## config.mk

```make
export PLATFORM = sky130hd
export DESIGN_NAME = dma_bus_arbiter_flat
export DESIGN_NICKNAME = d
export VERILOG_FILES = /design/src/rtl/dma_bus_arbiter_if.sv /design/src/rtl/dma_bus_arbiter.sv /design/src/flat_wrapper.sv
export SDC_FILE = /design/constraint.sdc
export NUM_CORES = 1
export LEC_CHECK = 0
export CORE_ASPECT_RATIO = 1.75
export CORE_MARGIN = 2
export CORE_UTILIZATION = 50
export DETAILED_ROUTE_END_ITERATION = 8
export GPL_ROUTABILITY_DRIVEN = 0
export PLACE_DENSITY = 0.8
export SLEW_MARGIN = 10
export SYNTH_ARGS = -nofsm -noshare
export SYNTH_HDL_FRONTEND = slang
export SYNTH_SLANG_ARGS = --single-unit
```

## constraint.sdc

```tcl
create_clock -name i_Clock -period 3.35 [get_ports i_Clock]
set_input_delay 0.335 -clock i_Clock [delete_from_list [all_inputs] [get_ports i_Clock]]
set_output_delay 0.335 -clock i_Clock [all_outputs]
set_load 0.005 [all_outputs]
```

## src/rtl/dma_bus_arbiter_if.sv

```systemverilog
`default_nettype none
// ============================================================================
// Module      : dma_bus_arbiter_if
// Description : Bus-ownership handshake between the CPU core, the UART DMA
//               controller and the arbiter that grants the shared BRAM bus.
// Revision    : 1.0 - initial release
// ============================================================================
interface dma_bus_arbiter_if;
    logic       i_Cpu_Busy;
    logic       o_Cpu_Grant;
    logic       i_Dma_Req;
    logic       o_Dma_Grant;
    logic       i_Dma_Ack;
    logic [1:0] o_Owner;
    logic       o_Timeout;
    logic [7:0] o_Xfer_Count;

    // Arbiter side
    modport slave (
        input  i_Cpu_Busy,
        input  i_Dma_Req,
        input  i_Dma_Ack,
        output o_Cpu_Grant,
        output o_Dma_Grant,
        output o_Owner,
        output o_Timeout,
        output o_Xfer_Count
    );

    // Requester side (CPU / DMA / bench)
    modport master (
        output i_Cpu_Busy,
        output i_Dma_Req,
        output i_Dma_Ack,
        input  o_Cpu_Grant,
        input  o_Dma_Grant,
        input  o_Owner,
        input  o_Timeout,
        input  o_Xfer_Count
    );
endinterface
`default_nettype wire

```

## src/rtl/dma_bus_arbiter.sv

```systemverilog
`default_nettype none
// ============================================================================
// Module      : dma_bus_arbiter
// Description : Shares the BRAM bus between the CPU (default owner) and the
//               UART DMA. Dead cycle on each handoff, watchdog on the DMA
//               tenure, cooldown window of CPU time between DMA tenures.
// Revision    : 1.0 - initial release
// ============================================================================
module dma_bus_arbiter #(
    parameter int TIMEOUT_CYCLES  = 200,
    parameter int COOLDOWN_CYCLES = 4
) (
    input  wire logic          i_Clock,
    input  wire logic          i_Reset,
    dma_bus_arbiter_if.slave   bus
);

    typedef enum logic [1:0] {
        S_CPU    = 2'b00,
        S_TO_DMA = 2'b01,
        S_DMA    = 2'b10,
        S_TO_CPU = 2'b11
    } state_t;

    localparam logic [15:0] c_WDOG_LAST = 16'(TIMEOUT_CYCLES - 1);
    localparam logic [15:0] c_COOLDOWN  = 16'(COOLDOWN_CYCLES);

    state_t      r_state;
    logic [15:0] r_cooldown;
    logic [15:0] r_wdog;
    logic [7:0]  r_xfer_count;
    logic        r_cpu_grant;
    logic        r_dma_grant;
    logic        r_timeout;

    // The cooldown gate looks at the post-decrement value so that exactly
    // COOLDOWN_CYCLES cycles are spent in S_CPU before the next handoff
    // (and a zero cooldown still leaves S_CPU for a single cycle).
    logic w_cooldown_done;
    assign w_cooldown_done = (r_cooldown <= 16'd1);

    // Ownership FSM; grants, timeout and owner are registered with the state.
    always_ff @(posedge i_Clock) begin
        if (i_Reset) begin
            r_state      <= S_CPU;
            r_cooldown   <= '0;
            r_wdog       <= '0;
            r_xfer_count <= '0;
            r_cpu_grant  <= 1'b1;
            r_dma_grant  <= 1'b0;
            r_timeout    <= 1'b0;
        end else begin
            r_timeout <= 1'b0;
            case (r_state)
                S_CPU: begin
                    if (r_cooldown != 16'd0) begin
                        r_cooldown <= r_cooldown - 16'd1;
                    end
                    if (bus.i_Dma_Req && !bus.i_Cpu_Busy && w_cooldown_done) begin
                        r_state     <= S_TO_DMA;
                        r_cpu_grant <= 1'b0;
                    end
                end
                S_TO_DMA: begin
                    r_wdog      <= '0;
                    r_state     <= S_DMA;
                    r_dma_grant <= 1'b1;
                end
                S_DMA: begin
                    r_wdog <= r_wdog + 16'd1;
                    // Ack wins over every other exit reason.
                    if (bus.i_Dma_Ack) begin
                        r_xfer_count <= r_xfer_count + 8'd1;
                        r_state      <= S_TO_CPU;
                        r_dma_grant  <= 1'b0;
                    end else if (!bus.i_Dma_Req) begin
                        r_state     <= S_TO_CPU;
                        r_dma_grant <= 1'b0;
                    end else if (r_wdog == c_WDOG_LAST) begin
                        r_timeout   <= 1'b1;
                        r_state     <= S_TO_CPU;
                        r_dma_grant <= 1'b0;
                    end
                end
                default: begin // S_TO_CPU
                    r_cooldown  <= c_COOLDOWN;
                    r_state     <= S_CPU;
                    r_cpu_grant <= 1'b1;
                end
            endcase
        end
    end

    assign bus.o_Cpu_Grant  = r_cpu_grant;
    assign bus.o_Dma_Grant  = r_dma_grant;
    assign bus.o_Owner      = r_state;
    assign bus.o_Timeout    = r_timeout;
    assign bus.o_Xfer_Count = r_xfer_count;

endmodule
`default_nettype wire
```

## src/flat_wrapper.sv

```systemverilog
// flat-port wrapper written by rule: the top's interface ports become plain ports
module dma_bus_arbiter_flat 
#(
    parameter int TIMEOUT_CYCLES  = 200,
    parameter int COOLDOWN_CYCLES = 4
)
  (i_Clock, i_Reset, bus_i_Cpu_Busy, bus_i_Dma_Req, bus_i_Dma_Ack, bus_o_Cpu_Grant, bus_o_Dma_Grant, bus_o_Owner, bus_o_Timeout, bus_o_Xfer_Count);
  dma_bus_arbiter_if bus_i ();
  input  wire logic i_Clock;
  input  wire logic i_Reset;
  input wire logic [$bits(bus_i.i_Cpu_Busy)-1:0] bus_i_Cpu_Busy;
  input wire logic [$bits(bus_i.i_Dma_Req)-1:0] bus_i_Dma_Req;
  input wire logic [$bits(bus_i.i_Dma_Ack)-1:0] bus_i_Dma_Ack;
  output wire logic [$bits(bus_i.o_Cpu_Grant)-1:0] bus_o_Cpu_Grant;
  output wire logic [$bits(bus_i.o_Dma_Grant)-1:0] bus_o_Dma_Grant;
  output wire logic [$bits(bus_i.o_Owner)-1:0] bus_o_Owner;
  output wire logic [$bits(bus_i.o_Timeout)-1:0] bus_o_Timeout;
  output wire logic [$bits(bus_i.o_Xfer_Count)-1:0] bus_o_Xfer_Count;
  assign bus_i.i_Cpu_Busy = bus_i_Cpu_Busy;
  assign bus_i.i_Dma_Req = bus_i_Dma_Req;
  assign bus_i.i_Dma_Ack = bus_i_Dma_Ack;
  assign bus_o_Cpu_Grant = bus_i.o_Cpu_Grant;
  assign bus_o_Dma_Grant = bus_i.o_Dma_Grant;
  assign bus_o_Owner = bus_i.o_Owner;
  assign bus_o_Timeout = bus_i.o_Timeout;
  assign bus_o_Xfer_Count = bus_i.o_Xfer_Count;
  dma_bus_arbiter #(.TIMEOUT_CYCLES(TIMEOUT_CYCLES), .COOLDOWN_CYCLES(COOLDOWN_CYCLES)) u_core (.i_Clock(i_Clock), .i_Reset(i_Reset), .bus(bus_i));
endmodule
```

# After elaboration in Yosys (flattened, before gate mapping)
# Cells that the tools add are included.
# W data, S select, Z words.
[classes]
addsub = 3
multipliers = 0
n_div = 0
n_lt_le_gt_ge = 1
n_eq_ne = 6
shifts = 0
n_mux = 15
bitwise = 3
reduce_logical = 13
[ops]
columns = ["op", "count"]
rows = [
  ["$pmux W16 S2", 2],
  ["$add A16 B1 Y16 const B", 1],
  ["$eq A16 B8 Y1 const B", 1],
  ["$le A16 B1 Y1 const B", 1],
  ["$mux W16", 1],
  ["$reduce_bool A16 Y1", 1],
  ["$sub A16 B1 Y16 const B", 1],
  ["$reduce_and A2 Y1", 5],
  ["$add A8 B1 Y8 const B", 1],
  ["$mux W2", 4],
  ["$pmux W2 S3", 1],
  ["$mux W1", 5],
  ["$ne A2 B1 Y1 const B", 2],
  ["$ne A4 B3 Y1 const B", 1],
  ["$pmux W1 S2", 2],
  ["$reduce_or A4 Y1", 1],
  ["$not A1 Y1", 3],
  ["$eq A2 B1 Y1 const B", 1],
  ["$eq A2 B2 Y1 const B", 1],
  ["$logic_and A1 B1 Y1", 2],
  ["$logic_not A2 Y1", 1],
  ["$reduce_bool A2 Y1", 1],
  ["$reduce_or A2 Y1", 1],
  ["$logic_not A1 Y1", 1],
]
[totals]
ff_bits = 45
latchBits = 0
ram_bits = 0
mem_bits_ro = 0
inputBits = 5
out_inout_bits = 13
word_cells = 48
mem_count = 0

# Logic depth before layout (Yosys ltp)
# Gate-level depths: netlist (run 1).
[logic_depth]
ltp_word = 5
ltp_mapped = 8
depth_no_buf = 7

# Worst setup path before layout (run 1)
# OpenSTA, ideal clock, no wires.
[synth_path]
path_kind = "reg2reg"
startpoint = "reg u_core.r_cooldown[9]"
endpoint = "reg u_core.r_state[0], in the netlist u_core.bus.o_Owner[0]"
setup_time_ns = 0.070
arrival_ns = 2.382
required_ns = 3.280
setup_slack_ns = 0.898
stages_incl_launch_ff = 7
n_path_buf = 1
period_less_slack_ns = 2.452
cell_sequence = "dfxtp_1 or3_1 buf_2 or4_4 o41a_1 or4_1 a21oi_1"
[synth_between]
elab_chain_len = 4
[synth_lines]
columns = ["element", "line", "source"]
rows = [
  ["start: declaration", "dma_bus_arbiter.sv:29", "logic [15:0] r_cooldown;"],
  ["start signal: assignment", "dma_bus_arbiter.sv:57", "r_cooldown <= r_cooldown - 16'd1;"],
  ["start signal: assignment", "dma_bus_arbiter.sv:86", "r_cooldown <= c_COOLDOWN;"],
  ["$le A16 B1 Y1", "dma_bus_arbiter.sv:40", "assign w_cooldown_done = (r_cooldown <= 16'd1);"],
  ["$logic_and A1 B1 Y1", "dma_bus_arbiter.sv:59", "if (bus.i_Dma_Req && !bus.i_Cpu_Busy && w_cooldown_done) begin"],
  ["$ne A2 B1 Y1 (no line)", "--", ""],
  ["$reduce_and A2 Y1 (no line)", "--", ""],
  ["end signal: assignment", "dma_bus_arbiter.sv:45", "r_state <= S_CPU;"],
  ["end signal: assignment", "dma_bus_arbiter.sv:60", "r_state <= S_TO_DMA;"],
  ["end signal: assignment", "dma_bus_arbiter.sv:66", "r_state <= S_DMA;"],
  ["end: declaration", "dma_bus_arbiter.sv:28", "state_t r_state;"],
]
# Every way passes these cells.
# A chain may end at the register's enable or synchronous reset.

# Worst setup path after layout (run 1)
[layout_path]
startpoint = "reg u_core.r_cooldown[7]"
endpoint = "reg u_core.r_state[0], in the netlist u_core.bus.o_Owner[0]"
# Same word-level chain as after synthesis.

==> impl_metrics.csv, run 1 <==
group,metric,value,unit
critical_path,crit_fanout,7,
power,p_leak,0.878,nW
layout,multi_input_area,1170,um^2
place,place_ws,780,ps
layout,layout_commonest_cell,"dfxtp_1",
synth,syn-num-nets,257,
global_routing,grt-ovfl-total,0,
floorplanning,die_w,53.5,um
floorplanning,die-area,4850,um^2
critical_path,start_kind,"flop",
global_routing,grtUsageTotal,0.206,
synth,ys_top_cells_by_area,"dfxtp_1 42%, xnor2_1 7.3%, nor2_1 6.6%",
clocking,cts_setup_buffers,0,
synth,synthesis.instances,244,
hold_path,min_from,"u_core.bus.o_Cpu_Grant",
run_status,status,"completed",
sta,slew_headroom,0.422,
synth,synth_edf_count,0,
power,pwr-share-comb,0.416,
power,ir_drop,0.000454,V
critical_path,path_class,"flop to flop",
routing,wl_per_cell,14.1,um
clocking,clockBufferDepth,2,
clocking,insertion_delay,300,ps
routing,drt-total-wl,4360,um
layout,most-common-layout-cells,"45 x dfxtp_1, 38 x nor2_1, 18 x xnor2_1, 17 x clkdlybuf4s50_1, 16 x xor2_1",
sta,period_share,0.775,
sta,worst_pin_slew,859,ps
sta,post-route-min-period,2600,ps
sta,slew_violations,0,
place,portBuffers,17,
clocking,hold_buffers,0,
synth,ys_warn_count,0,
floorplanning,num_rows,31,
layout,area_growth,13.0,%
synth,ys_ff_latch,45,
layout,num_antenna_cells,0,
synth,postSynth.asyncResetShare,0,
floorplanning,io-pin-count,18,
synth,synth.distinct_cells,40,
sta,setup_ws,754,ps
synth,synth_top_flop_cell,"dfxtp_1",
place,place.detailed.hpwl,3140,um
synth,synth_top_area_frac,0.420,
clocking,cts_tree,"built",
critical_path,endpoint_kind,"flop",
clocking,numCtsBuffers,5,
layout,drive_gt1_frac,0.0575,
clocking,clk_pin_slew,90,ps
routing,drc,0,
run,cap_viol_max_count,0,
global_routing,grt_max_degree,18,
critical_path,crit_required,3580,ps
global_routing,grt_pass1_vias,1739,
layout,register_area,901,um^2
layout,fin_area,2430,um^2
clocking,clockRootBuffer,"clkbuf_8",
synth,synth_area,2150,um^2
hold_path,hp-class,"flop to flop",
floorplanning,core,4150,um^2
critical_path,critPathLaunch,"u_core.r_cooldown[7]",
synth,yosysSeqAreaShare,0.420,
clocking,clock-sinks,45,
layout,final_net_count,273,
global_routing,grt_pass1_wl,7560,um
floorplanning,die_h,90.7,um
sta,rsz0062_at_grt,"false",
power,p_sw,0.670,mW
synth,netlist.top_cell.by_area,"dfxtp_1",
global_routing,antenna_found_initial,0,
clocking,ctsResizeCount,0,
power,p_total,1.75,mW
sta,setup_viol,0,
power,p_sw_frac,0.383,
critical_path,reg2reg_from,"u_core.r_cooldown[7]",
power,seqPwrFrac,0.396,
floorplanning,initial_core_util,0.517,
sta,skew,7.65,ps
power,p_int,1.08,mW
sta,finalHoldViolCount,0,
power,p_clk_frac,0.188,
power,powerDensity,721,nW/um^2
routing,vias,1735,
routing,drt-initial-drc-count,42,
routing,vias_per_cell,5.60,
synth,avgSynthCellArea,8.80,um^2
critical_path,crit_arrival,2820,ps
routing,ant_nets,0,
layout,fill_cells,379,
sta,setup_tns,0,ps
place,placed_area,2340,um^2
sta,max_freq,385,MHz
routing,dr.pass1.iters,4,
clocking,cts_max_level,2,
-- critical path, cell delays in order (launching register included) --
cell	delay [ps]
dfxtp_1	340
or3_1	440
or4_4	550
o41a_1	520
or4_1	530
a21oi_1	150
-- power groups by stage --
stage	Clock [mW]	Combinational, mW	Sequential (mW)
6_report	0.329	0.727	0.693
5_1_grt	0.353	0.813	0.703
4_1_cts	0.337	0.726	0.693
3_5_place_dp	0	0.713	0.704
3_3_place_gp	0	0.702	0.701
2_1_floorplan	0	0.569	0.684
-- layer usage --
metal	vias up	GRT usage	routed length (um)
met2	27	0.377	2460
met4	0	0.0769	87
met1	820	0.219	1700
met3	8	0.0397	107
met5	-	0	0
li1	880	-	-
-- synthesized netlist by cell type, types with 2 or more instances --
| cell type | number |
|---|---|
| or3_2 | 3 |
| nand2_1 | 9 |
| o21ai_0 | 7 |
| nor4_1 | 6 |
| inv_1 | 8 |
| xor2_1 | 16 |
| and3_1 | 4 |
| ha_1 | 8 |
| xnor2_1 | 18 |
| a2111oi_0 | 2 |
| clkbuf_1 | 6 |
| nor3_1 | 6 |
| or3_1 | 6 |
| or4_2 | 2 |
| nand3_1 | 12 |
| nor2b_1 | 2 |
| o211ai_1 | 3 |
| a21oi_1 | 11 |
| nor2_1 | 38 |
| nand2b_1 | 5 |
| nand3b_1 | 2 |
| and4_1 | 2 |
| buf_4 | 2 |
| nand4_1 | 4 |
| or4_1 | 3 |
| dfxtp_1 | 45 |
-- registers in the layout, indices dropped and copies added (netlist names) --
name                     count
u_core.bus.o_Timeout         1
u_core.r_cooldown           16
u_core.bus.o_Cpu_Grant       1
u_core.bus.o_Xfer_Count      8
u_core.bus.o_Owner           2
u_core.r_wdog               16
u_core.bus.o_Dma_Grant       1
-- kinds of logic (layout without fill, tap and decap cells) --
| logic type | count (synthesis) | in the layout | synth area share |
|---|---|---|---|
| AO/OA/AOI/OAI | 28 | 28 | 0.0816 |
| XOR/XNOR | 34 | 34 | 0.139 |
| adder cells (fa/ha/maj) | 8 | 8 | 0.0466 |
| buffers and inverters | 17 | 34 | 0.0338 |
| flip-flops | 45 | 45 | 0.420 |
| multiplexers | 1 | 1 | 0.00466 |
| AND/OR/NAND/NOR | 111 | 111 | 0.275 |
-- final timing paths --
check | slack (ps) | to | cells past startpoint
worst max-delay path | 750 | u_core.bus.o_Owner[0] | 5
worst min-delay path | 480 | u_core.bus.o_Cpu_Grant | 2
worst max register to register | 750 | u_core.bus.o_Owner[0] | 5
worst min register to register | 480 | u_core.bus.o_Cpu_Grant | 2
-- layout make-up --
cell class	count	share of cell area
Multi-Input combinational cell	182	0.484
Sequential cell	45	0.371
Timing Repair Buffer	18	0.0732
Clock buffer	6	0.0299
Tap cell	49	0.0253
Inverter	8	0.0124
Clock inverter	2	0.00413
-- through the flow --
stage / utilization / hold slack (ps) / std cells
floorplan: - / 460 / 244
global placement: 0.565 / 486 / 302
detailed placement: 0.565 / 478 / 302
CTS: 0.585 / 491 / 310
global route: 0.585 / 512 / 310
finish: 0.585 / 478 / 310
Power figures use the tool's default switching activity.
==> inputs of run 2 (changes only) <==
--- a/config.mk
+++ b/config.mk
@@ -10,7 +10,7 @@
 export CORE_UTILIZATION = 50
 export DETAILED_ROUTE_END_ITERATION = 8
 export GPL_ROUTABILITY_DRIVEN = 0
-export PLACE_DENSITY = 0.8
+export PLACE_DENSITY = 0.83
 export SLEW_MARGIN = 10
 export SYNTH_ARGS = -nofsm -noshare
 export SYNTH_HDL_FRONTEND = slang
==> constraint.sdc (replaced) <==
create_clock -name i_Clock -period 2.34 [get_ports i_Clock]
set_input_delay 0.234 -clock i_Clock [delete_from_list [all_inputs] [get_ports i_Clock]]
set_output_delay 0.234 -clock i_Clock [all_outputs]
set_load 0.005 [all_outputs]
==> impl_metrics.csv, run 2 (synthesized netlist as in run 1, its figures left out) <==
group,metric,value,unit
routing,vias,1838,
critical_path,crit_arrival,2500,ps
sta,post-route-min-period,2260,ps
sta,skew,4.89,ps
clocking,cts_tree,"built",
power,p_sw,1.00,mW
critical_path,crit_required,2580,ps
power,p_sw_frac,0.360,
sta,slew_violations,0,
hold_path,holdPathEnd,"u_core.bus.o_Dma_Grant",
sta,max_freq,442,MHz
global_routing,grt-ovfl-total,0,
floorplanning,num_rows,31,
power,p_clk_frac,0.186,
floorplanning,core,4150,um^2
clocking,hold_buffers,0,
sta,finalHoldViolCount,0,
clocking,clk_pin_slew,80,ps
sta,period_share,0.967,
critical_path,crit_slowest_cell,"or4_4",
sta,rsz0062_at_grt,"false",
run_status,status,"completed",
clocking,cts_max_level,2,
routing,drt-initial-drc-count,38,
critical_path,path_class,"flop to flop",
layout,drive_gt1_frac,0.144,
place,place.detailed.hpwl,3370,um
clocking,clockBufferDepth,2,
power,seqPwrFrac,0.351,
critical_path,cp_slowest_stage_delay,500,ps
power,p_leak,0.972,nW
layout,final_net_count,289,
critical_path,start_kind,"flop",
hold_path,min_from,"u_core.bus.o_Dma_Grant",
layout,num_antenna_cells,0,
routing,dr.pass1.iters,4,
place,dp.cells,317,
place,placed_area,2460,um^2
power,pwr-share-comb,0.463,
global_routing,antenna_found_initial,0,
layout,fin_area,2590,um^2
power,ir_drop,0.000646,V
floorplanning,die-area,4850,um^2
routing,wl_per_cell,14.2,um
power,powerDensity,1070,nW/um^2
layout,fin_cells,326,
run,cap_viol_max_count,0,
critical_path,reg2reg_to,"u_core.bus.o_Owner[0]",
clocking,clockRootBuffer,"clkbuf_8",
routing,vias_per_cell,5.64,
clocking,insertion_delay,290,ps
layout,final_core_util,0.625,
sta,setup_tns,0,ps
floorplanning,initial_core_util,0.517,
routing,drc,0,
critical_path,worst-path-buf-inv,0,
critical_path,reg2reg_from,"u_core.r_cooldown[8]",
sta,slew_headroom,0.601,
place,portBuffers,17,
layout,area_growth,20.8,%
clocking,numCtsBuffers,5,
global_routing,grtUsageTotal,0.214,
global_routing,grt_max_degree,17,
routing,ant_nets,0,
floorplanning,die_w,53.5,um
critical_path,endpoint_kind,"flop",
critical_path,path_cells,"or3_4 > or4_4 > o41a_1 > or4_4 > a21oi_2",
clocking,clock-sinks,45,
sta,setup_viol,0,
critical_path,critPathTopFamily,"simple AND/OR/NAND/NOR gates",
global_routing,grt_pass1_wl,7810,um
layout,layout_commonest_cell,"dfxtp_1",
hold_path,hp-class,"flop to flop",
floorplanning,die_h,90.7,um
layout,most-common-layout-cells,"42 x dfxtp_1, 38 x nor2_1, 18 x xnor2_1, 17 x clkdlybuf4s50_1, 17 x buf_4",
critical_path,worst-r2r-setup-slack,80,ps
critical_path,crit_fanout,3,
critical_path,rr_worst_depth,5,
power,p_total,2.79,mW
floorplanning,io-pin-count,18,
global_routing,grt_pass1_vias,1797,
critical_path,cp_common_cell,"or4_4",
power,p_int,1.78,mW
hold_path,hold_depth,2,
sta,worst_pin_slew,598,ps
routing,drt-total-wl,4630,um
run 2: cell count changes in the layout (fill, tap and decap cells not counted), sizes merged:
cell	change
buf	+16
clkbuf	+1
clkinv	-1
run 2: repair_timing:
action,4_1_cts,5_1_grt
endpoints found under the setup margin,0,2
buffers inserted,0,1
resized for setup,0,8
run 2: how the worst max path moves through the flow:
| stage | start | endpoint | slack, ps | cells past startpoint |
|---|---|---|---|---|
| floorplan | u_core.r_cooldown[8] | u_core.bus.o_Owner[0] | 1 | 6 |
| global placement | u_core.r_cooldown[5] | u_core.bus.o_Owner[0] | 100 | 5 |
| detailed placement | u_core.r_cooldown[5] | u_core.bus.o_Owner[0] | 60 | 5 |
| CTS | u_core.r_cooldown[5] | u_core.bus.o_Owner[0] | 60 | 5 |
| global route | u_core.r_cooldown[8] | u_core.bus.o_Owner[0] | 6 | 5 |
| finish | u_core.r_cooldown[8] | u_core.bus.o_Owner[0] | 80 | 5 |
run 2: power groups by stage:
stage | logic (mW) | clock network, mW | registers, mW
5_1_grt | 1.42 | 0.564 | 0.990
6_report | 1.29 | 0.517 | 0.979
3_3_place_gp | 1.20 | 0 | 0.986
4_1_cts | 1.24 | 0.533 | 0.973
3_5_place_dp | 1.23 | 0 | 0.989
2_1_floorplan | 0.834 | 0 | 0.980
run 2: metrics by stage:
step                      setup slack, ps  hold slack, ps
after CTS                            56.3             496
final                                77.6             499
after global routing                 5.88             515
after detailed placement             64.5             484
after global placement                100             484
after floorplan                      1.07             392
run 2: layout make-up:
cell class | instances | area (um^2)
clock buffer | 7 | 96.3
clock inverter | 1 | 5.00
tap | 49 | 61.3
sequential | 45 | 905
fill | 329 | 1560
timing repair buffer | 34 | 298
multi-input combinational | 182 | 1200
inverter | 8 | 30.0
run 2: per-layer routing:
layer | GRT usage | routed length (um)
met5 | 0 | 0
met4 | 0.109 | 102
met3 | 0.0464 | 147
met2 | 0.379 | 2630
met1 | 0.220 | 1750
run 2: worst reg2reg max path: cells and delay by family, from the launching register on:
| kind | cells | cell delay [ps] |
|---|---|---|
| AND/OR/NAND/NOR | 3 | 1310 |
| AO/OA/AOI/OAI | 2 | 570 |
| flip-flops | 1 | 330 |
==> inputs of run 3 (changes only) <==
--- a/config.mk
+++ b/config.mk
@@ -7,10 +7,11 @@
 export LEC_CHECK = 0
 export CORE_ASPECT_RATIO = 1.75
 export CORE_MARGIN = 2
-export CORE_UTILIZATION = 50
+export CORE_UTILIZATION = 46
 export DETAILED_ROUTE_END_ITERATION = 8
 export GPL_ROUTABILITY_DRIVEN = 0
-export PLACE_DENSITY = 0.83
+export PLACE_DENSITY = 0.78
+export REMOVE_ABC_BUFFERS = 1
 export SLEW_MARGIN = 10
 export SYNTH_ARGS = -nofsm -noshare
 export SYNTH_HDL_FRONTEND = slang
==> impl_metrics.csv, run 3 (synthesized netlist as in run 1, its figures left out) <==
group,metric,value,unit
layout,drive_gt1_frac,0.144,
sta,post-route-min-period,2320,ps
power,p_sw_frac,0.350,
clocking,cts_max_level,2,
sta,skew,6.50,ps
clocking,clockRootBuffer,"clkbuf_8",
critical_path,crit_arrival,2570,ps
routing,ant_nets,0,
routing,drt-total-wl,4570,um
critical_path,path_cells,"or3_4 > or4_4 > o41a_1 > or4_4 > a21oi_2",
routing,drc,0,
global_routing,antenna_found_initial,0,
power,p_clk_frac,0.216,
routing,dr.pass1.iters,4,
sta,setup_viol,0,
global_routing,grt_pass1_wl,7860,um
critical_path,cp_slowest_stage_delay,520,ps
sta,slew_violations,0,
floorplanning,core,4440,um^2
critical_path,crit_fanout,2,
floorplanning,die_h,94.4,um
critical_path,worst-path-buf-inv,0,
layout,most-common-layout-cells,"43 x dfxtp_1, 38 x nor2_1, 18 x xnor2_1, 18 x buf_4, 17 x clkdlybuf4s50_1",
floorplanning,die_w,55.6,um
sta,slew_headroom,0.589,
critical_path,crit_end,"u_core.bus.o_Owner[0]",
global_routing,grtUsageTotal,0.188,
critical_path,crit_slowest_cell,"or4_4",
power,p_int,1.87,mW
clocking,clock-sinks,45,
power,powerDensity,1100,nW/um^2
clocking,clockBufferDepth,2,
sta,worst_pin_slew,616,ps
power,p_sw,1.01,mW
power,seqPwrFrac,0.339,
clocking,numCtsBuffers,5,
clocking,hold_buffers,0,
global_routing,grt_pass1_vias,1864,
sta,hold_slack,516,ps
routing,drt-initial-drc-count,31,
critical_path,reg2reg_to,"u_core.bus.o_Owner[0]",
routing,vias,1836,
critical_path,reg2reg_from,"u_core.r_cooldown[4]",
critical_path,start_kind,"flop",
critical_path,critPathLaunch,"u_core.r_cooldown[4]",
power,ir_drop,0.000778,V
layout,area_growth,22.1,%
clocking,insertion_delay,300,ps
critical_path,worst-r2r-setup-slack,20,ps
sta,finalHoldViolCount,0,
run_status,status,"completed",
critical_path,worst-path-stages,5,
sta,max_freq,430,MHz
global_routing,grt-ovfl-total,0,
power,pwr-share-comb,0.445,
layout,num_antenna_cells,0,
critical_path,rr_worst_depth,5,
floorplanning,initial_core_util,0.483,
layout,fin_area,2620,um^2
run,cap_viol_max_count,0,
power,p_leak,0.978,nW
place,placed_area,2470,um^2
layout,layout_commonest_cell,"dfxtp_1",
routing,vias_per_cell,5.58,
floorplanning,io-pin-count,18,
place,portBuffers,17,
routing,wl_per_cell,13.9,um
sta,period_share,0.993,
place,place.detailed.hpwl,3320,um
clocking,clk_pin_slew,90,ps
critical_path,cp_common_cell,"or4_4",
critical_path,critPathTopFamily,"simple AND/OR/NAND/NOR gates",
sta,rsz0062_at_grt,"true",
critical_path,crit_required,2580,ps
floorplanning,die-area,5250,um^2
layout,final_net_count,290,
hold_path,hp-class,"flop to flop",
critical_path,endpoint_kind,"flop",
critical_path,path_class,"flop to flop",
floorplanning,num_rows,32,
global_routing,grt_max_degree,17,
clocking,cts_tree,"built",
==> run 3: how the worst min path moves through the flow <==
stage | from | end | slack (ps) | cells after the start
3_5_place_dp | u_core.bus.o_Cpu_Grant | u_core.bus.o_Cpu_Grant | 490 | 2
5_1_grt | u_core.bus.o_Xfer_Count[1] | u_core.bus.o_Xfer_Count[1] | 540 | 2
2_1_floorplan | i_Reset | u_core.bus.o_Dma_Grant | 300 | 1
3_3_place_gp | u_core.bus.o_Cpu_Grant | u_core.bus.o_Cpu_Grant | 480 | 2
4_1_cts | u_core.bus.o_Dma_Grant | u_core.bus.o_Dma_Grant | 510 | 2
6_report | u_core.r_cooldown[1] | u_core.r_cooldown[1] | 520 | 2
==> run 3: repair_timing <==
item | CTS | global route
endpoints found under the setup margin | 1 | 3
gates resized for setup | 1 | 7
setup buffers | 0 | 0
pin swaps | 1 | 3
==> run 3: worst min-delay path, cell delays in order (launching register included) <==
cell	delay, ps
dfxtp_1	340
nand2b_1	70
a21oi_1	60
==> run 3: metrics by stage <==
| stage | TNS, ps | setup WS (ps) | total power [mW] | utilization | cells |
|---|---|---|---|---|---|
| floorplan | -118 | -74.7 | 1.77 | - | 235 |
| global placement | 0 | 14.5 | 2.19 | 0.557 | 321 |
| detailed placement | -23.5 | -23.5 | 2.21 | 0.557 | 321 |
| CTS | 0 | 9.31 | 2.85 | 0.585 | 329 |
| global route | -55.2 | -55.2 | 3.07 | 0.590 | 329 |
| finish | 0 | 15.3 | 2.88 | 0.590 | 329 |
==> run 3: power groups by stage <==
stage               logic (mW)  clock network, mW  registers, mW
finish                    1.28              0.620          0.975
global route              1.43              0.659          0.989
CTS                       1.25              0.632          0.971
detailed placement        1.22                  0          0.987
global placement          1.21                  0          0.982
floorplan                0.790                  0          0.979
==> run 3: final cells by class <==
cell class	instances	area, um^2
Clock buffer	6	82.6
Clock inverter	2	37.5
Fill cell	387	1820
Inverter	8	30.0
Multi-Input combinational cell	182	1200
Sequential cell	45	903
Tap cell	51	63.8
Timing Repair Buffer	35	305
==> run 3: layer usage <==
| layer | part of all wire | global-route usage |
|---|---|---|
| met1 | 0.39 | 0.188 |
| met4 | 0.033 | 0.116 |
| met3 | 0.034 | 0.0384 |
| met5 | 0 | 0 |
| met2 | 0.54 | 0.350 |
